$ cat src/rtl/lsu_pkg.sv
// Shared encodings for the load/store unit: request opcodes, FSM states,
// the default decoded address width and small opcode helpers.
package lsu_pkg;

    localparam int MEM_ADDR_BITS_DEFAULT = 14;

    typedef enum logic [2:0] {
        OP_LB  = 3'd0,
        OP_LH  = 3'd1,
        OP_LW  = 3'd2,
        OP_SB  = 3'd3,
        OP_LBU = 3'd4,
        OP_LHU = 3'd5,
        OP_SH  = 3'd6,
        OP_SW  = 3'd7
    } lsu_op_e;

    typedef enum logic [2:0] {
        ST_IDLE = 3'd0,
        ST_RD   = 3'd1,
        ST_CAP  = 3'd2,
        ST_WR   = 3'd3,
        ST_RESP = 3'd4
    } lsu_state_e;

    function automatic logic op_is_load(input lsu_op_e op);
        return op inside {OP_LB, OP_LH, OP_LW, OP_LBU, OP_LHU};
    endfunction

    function automatic logic op_misaligned(input lsu_op_e op, input logic [1:0] lo);
        case (op)
            OP_LH, OP_LHU, OP_SH: return lo[0];
            OP_LW, OP_SW:         return lo != 2'b00;
            default:              return 1'b0;
        endcase
    endfunction

endpackage

$ cat src/rtl/lsu_byte_lane.sv
// Combinational lane logic: extracts and extends load data from a memory
// word, and merges store data into a word for read-modify-write.
module lsu_byte_lane
    import lsu_pkg::*;
(
    input  lsu_op_e     op,
    input  logic [1:0]  offset,
    input  logic [31:0] word,
    input  logic [31:0] wdata,
    output logic [31:0] load_data,
    output logic [31:0] store_word
);

    logic [7:0]  byte_sel;
    logic [15:0] half_sel;

    // Little-endian lanes: byte k at word[8k+7:8k], halfword h at word[16h+15:16h].
    always_comb begin
        byte_sel   = word[{offset, 3'b000} +: 8];
        half_sel   = offset[1] ? word[31:16] : word[15:0];
        load_data  = '0;
        store_word = word;
        case (op)
            OP_LB:  load_data = {{24{byte_sel[7]}}, byte_sel};
            OP_LBU: load_data = {24'h0, byte_sel};
            OP_LH:  load_data = {{16{half_sel[15]}}, half_sel};
            OP_LHU: load_data = {16'h0, half_sel};
            OP_LW:  load_data = word;
            OP_SB:  store_word[{offset, 3'b000} +: 8] = wdata[7:0];
            OP_SH:  store_word[{offset[1], 4'b0000} +: 16] = wdata[15:0];
            OP_SW:  store_word = wdata;
            default: ;
        endcase
    end

endmodule

$ cat src/rtl/load_store_unit.sv
// Load/store unit: accepts one request at a time, runs it against a
// registered-read data memory and returns a single-cycle response.
module load_store_unit
    import lsu_pkg::*;
#(
    parameter int MEM_ADDR_BITS = MEM_ADDR_BITS_DEFAULT
) (
    input  logic        clk,
    input  logic        rst,
    input  logic        req_valid,
    output logic        req_ready,
    input  logic [2:0]  req_op,
    input  logic [31:0] req_addr,
    input  logic [31:0] req_wdata,
    output logic        resp_valid,
    output logic [31:0] resp_rdata,
    output logic        resp_err,
    output logic [31:0] mem_addr,
    output logic        mem_read,
    output logic        mem_write,
    output logic [31:0] mem_wdata,
    input  logic [31:0] mem_rdata
);

    lsu_state_e  state;
    lsu_op_e     op_q;
    logic [1:0]  offset_q;
    logic [31:0] wdata_q;
    logic [31:0] word_q;
    logic        err_q;
    logic [31:0] load_data;
    logic [31:0] store_word;
    lsu_op_e     req_op_e;
    logic        req_bad;

    assign req_op_e = lsu_op_e'(req_op);
    assign req_bad  = op_misaligned(req_op_e, req_addr[1:0])
                    || ((req_addr >> MEM_ADDR_BITS) != 32'd0);

    lsu_byte_lane u_lane (
        .op         (op_q),
        .offset     (offset_q),
        .word       (word_q),
        .wdata      (wdata_q),
        .load_data  (load_data),
        .store_word (store_word)
    );

    // Lane results are only exposed in the states that own them, so both
    // buses read as zero everywhere else without extra registers.
    assign req_ready  = (state == ST_IDLE);
    assign mem_wdata  = (state == ST_WR) ? store_word : '0;
    assign resp_rdata = (state == ST_RESP && !err_q) ? load_data : '0;

    always_ff @(posedge clk or posedge rst) begin
        if (rst) begin
            state      <= ST_IDLE;
            op_q       <= OP_LB;
            offset_q   <= '0;
            wdata_q    <= '0;
            word_q     <= '0;
            err_q      <= 1'b0;
            resp_valid <= 1'b0;
            resp_err   <= 1'b0;
            mem_read   <= 1'b0;
            mem_write  <= 1'b0;
            mem_addr   <= '0;
        end else begin
            resp_valid <= 1'b0;
            resp_err   <= 1'b0;
            mem_read   <= 1'b0;
            mem_write  <= 1'b0;
            case (state)
                ST_IDLE: begin
                    if (req_valid) begin
                        op_q     <= req_op_e;
                        offset_q <= req_addr[1:0];
                        wdata_q  <= req_wdata;
                        word_q   <= '0;
                        err_q    <= req_bad;
                        if (req_bad) begin
                            state      <= ST_RESP;
                            resp_valid <= 1'b1;
                            resp_err   <= 1'b1;
                        end else if (req_op_e == OP_SW) begin
                            state     <= ST_WR;
                            mem_write <= 1'b1;
                            mem_addr  <= {req_addr[31:2], 2'b00};
                        end else begin
                            state    <= ST_RD;
                            mem_read <= 1'b1;
                            mem_addr <= {req_addr[31:2], 2'b00};
                        end
                    end
                end
                ST_RD: state <= ST_CAP;
                // Sub-word stores fall through to WR to merge into the captured word.
                ST_CAP: begin
                    word_q <= mem_rdata;
                    if (op_is_load(op_q)) begin
                        state      <= ST_RESP;
                        resp_valid <= 1'b1;
                    end else begin
                        state     <= ST_WR;
                        mem_write <= 1'b1;
                    end
                end
                ST_WR: begin
                    state      <= ST_RESP;
                    resp_valid <= 1'b1;
                end
                ST_RESP: state <= ST_IDLE;
                default: state <= ST_IDLE;
            endcase
        end
    end

endmodule
$ cat config.mk
export PLATFORM = sky130hd
export DESIGN_NAME = load_store_unit
export DESIGN_NICKNAME = d
export VERILOG_FILES = /design/src/rtl/lsu_pkg.sv /design/src/rtl/lsu_byte_lane.sv /design/src/rtl/load_store_unit.sv
export SDC_FILE = /design/constraint.sdc
export NUM_CORES = 1
export LEC_CHECK = 0
export CORE_ASPECT_RATIO = 0.7
export CORE_MARGIN = 1.5
export CORE_UTILIZATION = 55
export CTS_CLUSTER_SIZE = 20
export DETAILED_ROUTE_END_ITERATION = 8
export DONT_BUFFER_PORTS = 1
export PLACE_DENSITY = 0.78
export SYNTH_ARGS = -nofsm -noshare
export SYNTH_HDL_FRONTEND = slang
export SYNTH_SLANG_ARGS = --single-unit
$ cat constraint.sdc
create_clock -name clk -period 3.9 [get_ports clk]
set_clock_uncertainty 0.15 [all_clocks]
set_input_delay 0.39 -clock clk [delete_from_list [all_inputs] [get_ports clk]]
set_output_delay 0.39 -clock clk [all_outputs]
set_load 0.01 [all_outputs]
==> results_dict.tcl <==
set metrics [dict create \
    postRouteAntennaNets 0 \
    top_usage_layer "met1" \
    fin_tns_setup_ns 0 \
    die_w_um 125 \
    drv_cap 0 \
    overflow 0 \
    synth_area_leaders "dfrtp_1 46%, nand2_1 14%, a21oi_1 4.8%" \
    cp.required_ns 3.36 \
    swShare_pct 28.6 \
    max_stage_delay_ns 0.68 \
    yosysWarnings 0 \
    p_int_mw 1.75 \
    critical_path_class "flip-flop to primary output" \
    dr.pass1.iters 8 \
    hp-class "primary input to asynchronous set/reset pin" \
    die_y_um 88.6 \
    p_leak_nw 3.00 \
    via_per_inst 6.28 \
    hold-worst-slack_ns -0.000805 \
    synth_top_area_cell "dfrtp_1" \
    gp_congestion 1.03 \
    hpwl_um 12500 \
    synth_enable_flop_cells 0 \
    start_kind "flip-flop" \
    wl_per_cell_um 21.8 \
    max-clock-path-buffers 2 \
    syn_area_per_cell_um2 8.54 \
    endpoint_kind "primary output" \
    syn_inst 674 \
    io_buffer_count 0 \
    cts_root_buffer "clkbuf_16" \
    core_area_um2 10300 \
    slew_headroom_pct 26.3 \
    p_seq_share_pct 51.0 \
    num_antenna_cells 0 \
    maxSlewViolCount 0 \
    ys_ff_latch 107 \
    async_reset_ff_share_pct 100 \
    critPathArrivalTime_ns 2.90 \
    final_net_count 780 \
    insertion_delay_ns 0.34 \
    wirelength_um 17700 \
    row_count 31 \
    syn-cell-area_um2 5760 \
    vias 5086 \
    tightest_slew_ns 1.10 \
    met3_usage_pct 7.01 \
    use_met1_pct 46.4 \
    p_switching_mw 0.703 \
    rsz0062_at_grt "false" \
    dpl_worst_slack_ns 0.901 \
    vdd_drop_max_mv 0.212 \
    grt_pass1_wl_um 26300 \
    grt_pass1_vias 4557 \
    die-area_um2 11100 \
    yosysSeqAreaShare_pct 46.5 \
    post-route-period-util_pct 88.3 \
    n_fill_cell 883 \
    grt_max_degree 82 \
    combPwrFrac_pct 11.5 \
    status "complete, but fails checks" \
    grt_use_total_pct 31.3 \
    cts_resized 0 \
    synth_ff_type "dfrtp_1" \
    reg2reg_from "state[2]" \
    setup_slack_ns 0.458 \
    final-hold-violation-count 1 \
    path_cells "inv_1 -> ha_1 -> nor4b_4 -> and3_1 -> o21ai_0 -> a21oi_1" \
    violations "negative hold slack" \
    cts_tree "done" \
    max_clock_freq_ghz 0.291 \
    crit_fanout 15 \
    clock_sinks 107 \
    reg2reg_to "mem_addr[5]" \
    drive_gt1_share_pct 6.78 \
    antenna_found_initial 0 \
    power_density_nw_per_um2 386 \
    synth_top_area_share_pct 46.5 \
    grt_use_met2_pct 46.1 \
    drtIter0Drc 454 \
    h-tree-depth 3 \
    netlist-cell-type-count 48 \
    slowest_stage "dfrtp_1" \
    r2r_slack_ns 1.10 \
    fin_crit_ns 3.44 \
    initial_core_util_pct 56.0 \
    syn_to_final_growth_pct 10.5 \
    ioPinCount 203 \
    p_clk_share_pct 37.5 \
    setup_viol 0 \
    drc 0 \
    numCtsBuffers 9 \
    reg2regPathDepth 5 \
    cts.clk_slew.worst_paths_ns 0.07 \
]
## power by group through the flow
stage,Clock [mW],Sequential (mW),Combinational [mW]
5_1_grt,0.978,1.26,0.314
3_5_place_dp,0,1.27,0.256
6_report,0.921,1.25,0.284
3_3_place_gp,0,1.27,0.251
4_1_cts,0.938,1.25,0.281
2_1_floorplan,0,1.22,0.224
## worst max path at each step
| stage | endpoint | from | depth (start not counted) |
|---|---|---|---|
| after floorplan | err_q | rst | 1 |
| after global placement | mem_wdata[31] | offset_q[1] | 7 |
| after detailed placement | mem_wdata[16] | offset_q[1] | 6 |
| after CTS | mem_wdata[16] | offset_q[1] | 6 |
| after global routing | mem_wdata[16] | offset_q[1] | 6 |
| final | mem_wdata[21] | offset_q[1] | 6 |
## stage by stage
| stage | instance area, um2 | instances | util [%] | hold WS, ns | total power [mW] |
|---|---|---|---|---|---|
| after floorplan | 5760 | 675 | - | 0.296 | 1.44 |
| after global placement | 5770 | 765 | 56.1 | 0.312 | 1.52 |
| after detailed placement | 5770 | 765 | 56.1 | 0.315 | 1.53 |
| after CTS | 6360 | 810 | 61.9 | 0.000110 | 2.47 |
| after global routing | 6360 | 810 | 61.9 | 0.00571 | 2.55 |
| final | 6360 | 810 | 61.9 | -0.000805 | 2.46 |
## cell families after synthesis
logic type | synth area share, %
AND/OR/NAND/NOR | 28.2
AO/OA/AOI/OAI | 16.0
flip-flops | 46.5
buffers and inverters | 4.34
multiplexers | 3.85
adder cells (fa/ha/maj) | 1.09
other | 0.0651
## placed cells by master (no fill, tap or decap), types with 5 or more instances in the layout
cell type,netlist,final
and3_1,16,16
mux2_1,9,9
buf_4,4,8
a2bb2oi_1,5,5
a22oi_1,17,17
a22o_1,9,9
clkbuf_16,0,9
nor2b_1,28,28
a222oi_1,24,24
nand2_1,215,214
dfrtp_1,107,107
nor2_1,34,34
nand2b_1,5,5
dlygate4sd3_1,0,29
o21ai_0,12,12
ha_1,5,5
nand3_1,33,33
a21oi_1,55,55
mux2_2,8,8
## critical path, delay by kind of cell (launching register included)
family / cells / cell delay (ns)
compound gates: 2 / 0.46
simple gates: 2 / 0.66
buf+inv: 1 / 0.29
fa+ha+maj: 1 / 0.46
flops: 1 / 0.68
## Yosys cell counts, drive strengths merged, types with 9 or more instances
cell type	n
a22oi	17
nor2b	28
a222oi	24
nand3	33
clkbuf	24
buf	26
o21ai	14
and3	16
a21oi	55
a22o	9
nand2	215
nor2	34
mux2	17
dfrtp	107
## repair_timing
item,CTS,global route
setup buffers,0,0
endpoints found under the hold margin,29,0
hold buffers,29,0
## area by class of cell
cell class	instances	area, um2	area share, %
clock inverters	4	40.0	0.629
clock buffers	12	267	4.19
repair buffers	37	350	5.51
inverters	5	21.3	0.334
well taps	132	165	2.60
flip-flops and latches	107	2680	42.1
multi-input cells	513	2840	44.7
## routing by layer
| layer | up-vias | part of all wire [%] |
|---|---|---|
| met5 | - | 0 |
| met4 | 0 | 1.9 |
| met3 | 29 | 10 |
| met2 | 295 | 44 |
| met1 | 2439 | 44 |
| li1 | 2323 | - |
## flip-flops by register name (all words and copies together), names as in the netlist
| name | count |
|---|---|
| wdata_q | 32 |
| word_q | 32 |
| mem_addr | 30 |
| op_q | 3 |
| state | 3 |
| offset_q | 2 |
| err_q | 1 |
| mem_read | 1 |
| mem_write | 1 |
| resp_err | 1 |
| resp_valid | 1 |
Power figures use the tool's default switching activity.
